## src/rtl/move_entry.sv

```systemverilog
// move_entry: debounced human-move entry for the tic-tac-toe game FSM.
//   Two raw active-low pushbuttons are synchronized and debounced; an enter
//   press validates the switch value against the occupied-square map and
//   either presents it as the next move or flags a bad move.
// Ports:
//   clock, reset_L      system clock, synchronous active-low reset
//   enterBtn_L          raw enter pushbutton (active-low, asynchronous)
//   newGameBtn_L        raw new-game pushbutton (active-low, asynchronous)
//   hMoveSw[3:0]        raw move switches (quasi-static)
//   taken[8:0]          taken[i-1]=1 -> square i occupied
//   busy                game FSM cannot take a human move
//   hMove[3:0]          registered validated move
//   enter_L             one-cycle active-low move strobe
//   newGame_L           one-cycle active-low new-game strobe
//   badMove             one-cycle active-high rejection strobe

// Debounce for one button.
// state    | meaning
// UP       | released and stable
// DOWN_CNT | low seen, counting consecutive low samples
// DOWN     | pressed and stable
// UP_CNT   | high seen, counting consecutive high samples
module move_entry_debounce #(
  parameter int DEBOUNCE = 4
) (
  input  logic clock,
  input  logic reset_L,
  input  logic btn_L,
  output logic press
);

  typedef enum logic [1:0] {UP, DOWN_CNT, DOWN, UP_CNT} state_t;

  // Counter is a down-counter loaded on entry to a counting state; the
  // terminal count (0) on the last required sample completes the transition.
  localparam logic [9:0] LAST = 10'(DEBOUNCE - 1);

  state_t     state;
  logic [9:0] cnt;
  logic       sync_a;
  logic       sync_b;

  // Event in the cycle whose edge moves DOWN_CNT -> DOWN.
  assign press = (state == DOWN_CNT) && !sync_b && (cnt == '0);

  always_ff @(posedge clock) begin
    if (!reset_L) begin
      sync_a <= 1'b1;
      sync_b <= 1'b1;
      state  <= UP;
      cnt    <= '0;
    end else begin
      sync_a <= btn_L;
      sync_b <= sync_a;
      case (state)
        UP: begin
          if (!sync_b) begin
            state <= DOWN_CNT;
            cnt   <= LAST;
          end
        end
        DOWN_CNT: begin
          if (sync_b) begin
            state <= UP;
            cnt   <= '0;
          end else if (cnt == '0) begin
            state <= DOWN;
          end else begin
            cnt <= cnt - 10'd1;
          end
        end
        DOWN: begin
          if (sync_b) begin
            state <= UP_CNT;
            cnt   <= LAST;
          end
        end
        UP_CNT: begin
          if (!sync_b) begin
            state <= DOWN;
            cnt   <= '0;
          end else if (cnt == '0) begin
            state <= UP;
          end else begin
            cnt <= cnt - 10'd1;
          end
        end
        default: begin
          state <= UP;
          cnt   <= '0;
        end
      endcase
    end
  end

endmodule

module move_entry #(
  parameter int DEBOUNCE = 4
) (
  input  logic       clock,
  input  logic       reset_L,
  input  logic       enterBtn_L,
  input  logic       newGameBtn_L,
  input  logic [3:0] hMoveSw,
  input  logic [8:0] taken,
  input  logic       busy,
  output logic [3:0] hMove,
  output logic       enter_L,
  output logic       newGame_L,
  output logic       badMove
);

  logic        enter_press;
  logic        new_game_press;
  logic        in_range;
  logic        occupied;
  logic [15:0] taken_ext;

  move_entry_debounce #(.DEBOUNCE(DEBOUNCE)) u_enter_db (
    .clock   (clock),
    .reset_L (reset_L),
    .btn_L   (enterBtn_L),
    .press   (enter_press)
  );

  move_entry_debounce #(.DEBOUNCE(DEBOUNCE)) u_new_game_db (
    .clock   (clock),
    .reset_L (reset_L),
    .btn_L   (newGameBtn_L),
    .press   (new_game_press)
  );

  // Square i sits at bit i of a 16-entry map so every 4-bit switch value
  // indexes a real bit; 0 and 10..15 read as don't-care and are masked by
  // the range check.
  assign taken_ext = {6'b0, taken, 1'b0};
  assign in_range  = (hMoveSw >= 4'd1) && (hMoveSw <= 4'd9);
  assign occupied  = taken_ext[hMoveSw];

  always_ff @(posedge clock) begin
    if (!reset_L) begin
      hMove     <= 4'd0;
      enter_L   <= 1'b1;
      newGame_L <= 1'b1;
      badMove   <= 1'b0;
    end else begin
      enter_L   <= 1'b1;
      newGame_L <= 1'b1;
      badMove   <= 1'b0;
      // New game takes priority and swallows a coincident enter press.
      if (new_game_press) begin
        newGame_L <= 1'b0;
        hMove     <= 4'd0;
      end else if (enter_press && !busy) begin
        if (in_range && !occupied) begin
          hMove   <= hMoveSw;
          enter_L <= 1'b0;
        end else begin
          badMove <= 1'b1;
        end
      end
    end
  end

endmodule
```

## config.mk

```make
export PLATFORM = sky130hd
export DESIGN_NAME = move_entry
export DESIGN_NICKNAME = d
export VERILOG_FILES = /design/src/rtl/move_entry.sv
export SDC_FILE = /design/constraint.sdc
export NUM_CORES = 1
export LEC_CHECK = 0
export ABC_AREA = 1
export CORE_MARGIN = 2
export CORE_UTILIZATION = 30
export DETAILED_ROUTE_END_ITERATION = 7
export PLACE_DENSITY = 0.58
export SYNTH_ARGS = -nofsm -noshare
export SYNTH_HDL_FRONTEND = slang
export SYNTH_SLANG_ARGS = --single-unit
```

## constraint.sdc

```tcl
create_clock -name clock -period 2.1 [get_ports clock]
set_clock_uncertainty 0.1 [all_clocks]
set_input_delay 0.315 -clock clock [delete_from_list [all_inputs] [get_ports clock]]
set_output_delay 0.315 -clock clock [all_outputs]
set_load 0.01 [all_outputs]
```

==> reports/qor.txt <==
Fill count - 674
Pint - 1.02 mW
Synthesized area - 1910 µm²
Clock root buffer - clkbuf_8
Initial antenna violation count - 0
MaxCap Viol Count - 0
Most frequent cell after synthesis - nand2_1
Syn-to-layout area delta - 20.7%
Synth area leader - dfxtp_1
Synth cell types - 34
Crit path cell chain - inv_1 > ha_1 > nand2_1 > nor2_2 > nand2_1 > nand2_1 > nand3b_1 > a21oi_1
Max Slew Vio Count - 0
Maximum vdd drop - 301 µV
Clk_lat worst skew - 290 ps
GPL Wtd Cong - 0.839
Synth Instances - 279
Tcrit/Tclk final - 84.4%
Std-Cell Rows - 29
Outcome - completed
Yosys reg bits - 35
Via count - 1,676
Post-synth EDFFs - 0
Worst Path Arrival - 1890 ps
Final ANT Viol Nets - 0
Crit path time final - 1770 ps
Min-delay src - u_new_game_db.sync_a$_SDFF_PN1_
Via density - 4.36
Die width - 83.9 µm
Crit-path slowest cell - dfxtp_1
Combinational share of power - 20.6%
GRT Overall Usage - 11.9%
Post-CTS Setup Inserts - 0
Largest net degree at the start of global routing - 15
Final setup TNS - 0 ps
Slew headroom - 65.3%
FF-to-FF Start - u_new_game_db.cnt[0]$_SDFFE_PN0P_
Flop pwr share - 48.1%
Leakage - 1.00 nW
Finish-stage setup viols - 0
Slew @ Worst Pin - 520 ps
IO Pins - 25
Vias in the first global route - 1,596
Unrepaired setup endpoints after global routing - no
Worst Setup SP - u_new_game_db.cnt[0]$_SDFFE_PN0P_
Initial DRT Pass Iterations - 4
Most frequently used flop master after synthesis - dfxtp_1
Min Hold Slack - 313 ps
Worst Path Max Fanout - 12
Min-Delay Path Class - reg2reg
CP Class - reg2reg
CP Launch Type - flip-flop
Final #Nets - 328
WP data required - 2210 ps
Core area - 6280 µm²
Initial Util - 30.5%
Total gr overflow - 0
Most area-consuming cells after synthesis - dfxtp_1 37%, nand2_1 13%, nor2_1 7.3%, inv_1 7.1%, nand3_1 5.0%
Routed WL per cell - 9.72 µm
Clock share of power - 31.3%
WL final - 3730 µm
Hold-fix buffers, CTS - 0
DRC - 0
Clock Sinks - 35
Synth Net Count - 299
Crit. End Element - flip-flop
Async SR Flop Fraction - 0%
Net Sw Frac - 30.4%
H-tree lvl count - 2
Number of DRC markers in iteration 0 - 40
CTS Buf Count - 5
PortBufs - 24
Reg clk slew, reported paths - 70 ps
Worst-case clock buffer depth - 2
CP peak stage delay - 390 ps
Peak Freq - 0.564 GHz
Hold Vio Cnt, Final - 0
Share of cells above drive strength 1 - 13.0%
FF+latch area - 701 µm²
Yosys warning total - 0
Multi-input gate area - 1020 µm²
Cell mode on critical path - nand2_1
Syn Area/Cell - 6.86 µm²
Post-synth top area share - 36.6%
CTS tree - done
Post-synth top cells - 68 x nand2_1, 37 x nor2_1, 36 x inv_1, 35 x dfxtp_1, 19 x nand3_1
Sw power - 447 µW
Post-CTS resize count - 0
Die height - 83.9 µm
Sequential fraction of the synthesis area - 36.6%
Ant diodes - 0
Hpwl dp - 2850 µm
Global-route wire length before repair - 6930 µm
Cell Pwr Density - 636 nW/µm²
Die area - 7040 µm²
## path summary, 6_finish.rpt
| check | end | slack (ps) | cells after the start |
|---|---|---|---|
| max | u_new_game_db.cnt[9]$_SDFFE_PN0P_ | 330 | 8 |
| min reg2reg | u_new_game_db.sync_b$_SDFF_PN1_ | 310 | 1 |
| min | u_new_game_db.sync_b$_SDFF_PN1_ | 310 | 1 |
| max reg2reg | u_new_game_db.cnt[9]$_SDFFE_PN0P_ | 330 | 8 |
## final cells by class
class,count,share of cell area [%]
timing repair buffer,25,10.7
inverter,46,7.47
tap,77,4.17
clock buffer,6,3.14
multi-input combinational,195,44.2
sequential,35,30.3
## power groups by stage
stage	Clock [mW]	Combinational (mW)	Sequential, mW
floorplan	0	0.239	0.718
global placement	0	0.304	0.722
detailed placement	0	0.305	0.722
CTS	0.480	0.306	0.707
global route	0.505	0.346	0.711
finish	0.460	0.303	0.707
## metrics by stage
stage               power [mW]  area, µm²  instances  util (%)  worst slack, ps
global route              1.56       2310        384      36.8              162
finish                    1.47       2310        384      36.8              328
floorplan                0.957       1910        279         -              612
CTS                       1.49       2310        384      36.8              332
detailed placement        1.03       2240        378      35.7              226
global placement          1.03       2240        378      35.7              270
## cells in the final DEF, fill, tap and decap left out, types with 2 or more instances in the layout
| master | Yosys | layout |
|---|---|---|
| a21oi_1 | 9 | 9 |
| a21oi_4 | 2 | 2 |
| and3_1 | 2 | 2 |
| clkbuf_8 | 0 | 5 |
| clkdlybuf4s50_1 | 0 | 24 |
| dfxtp_1 | 35 | 35 |
| ha_1 | 2 | 2 |
| inv_1 | 36 | 36 |
| inv_2 | 10 | 10 |
| nand2_1 | 68 | 68 |
| nand2_2 | 4 | 4 |
| nand2_4 | 3 | 3 |
| nand3_1 | 19 | 19 |
| nand4_1 | 11 | 11 |
| nor2_1 | 37 | 37 |
| nor2_2 | 4 | 4 |
| nor2_4 | 2 | 2 |
| nor3_1 | 4 | 4 |
| o21ai_1 | 6 | 6 |
| or2_2 | 4 | 4 |
| xor2_1 | 6 | 6 |
## state kept, by name, indices dropped and copies added (netlist names), named ones only
signal and flops:
u_new_game_db.sync_b 1, enter_L 1, u_enter_db.sync_a 1, u_enter_db.state 1
u_enter_db.sync_b 1, u_new_game_db.state 1, newGame_L 1, hMove 4
u_new_game_db.cnt 10, u_new_game_db.sync_a 1, badMove 1, u_enter_db.cnt 10
## logic make-up (layout without fill, tap and decap cells)
| kind of cell | count (synthesis) | count (layout) | share of synthesized area [%] |
|---|---|---|---|
| buffers and inverters | 49 | 77 | 10.1 |
| and+or+nand+nor | 165 | 165 | 41.7 |
| xor gates and xnor gates | 6 | 6 | 2.75 |
| AOI/OAI and AO/OA | 22 | 22 | 7.58 |
| DFF | 35 | 35 | 36.6 |
| adders and majority gates | 2 | 2 | 1.31 |
## worst max-delay path, delay by kind of cell (launching register included)
family	cells	cell delay, ps
and+or+nand+nor	5	790
adders and majority gates	1	210
DFF	1	390
AOI/OAI and AO/OA	1	120
buffers and inverters	1	80
## metal layers
layer / vias up / share of wire (%) / global-route usage [%]
met5: - / 0 / 0
met4: 0 / 2.3 / 5.72
met3: 7 / 2.2 / 2.77
met2: 15 / 46 / 19.3
met1: 725 / 50 / 15.0
li1: 929 / - / -
No activity file was read; power rests on OpenSTA's default activity.
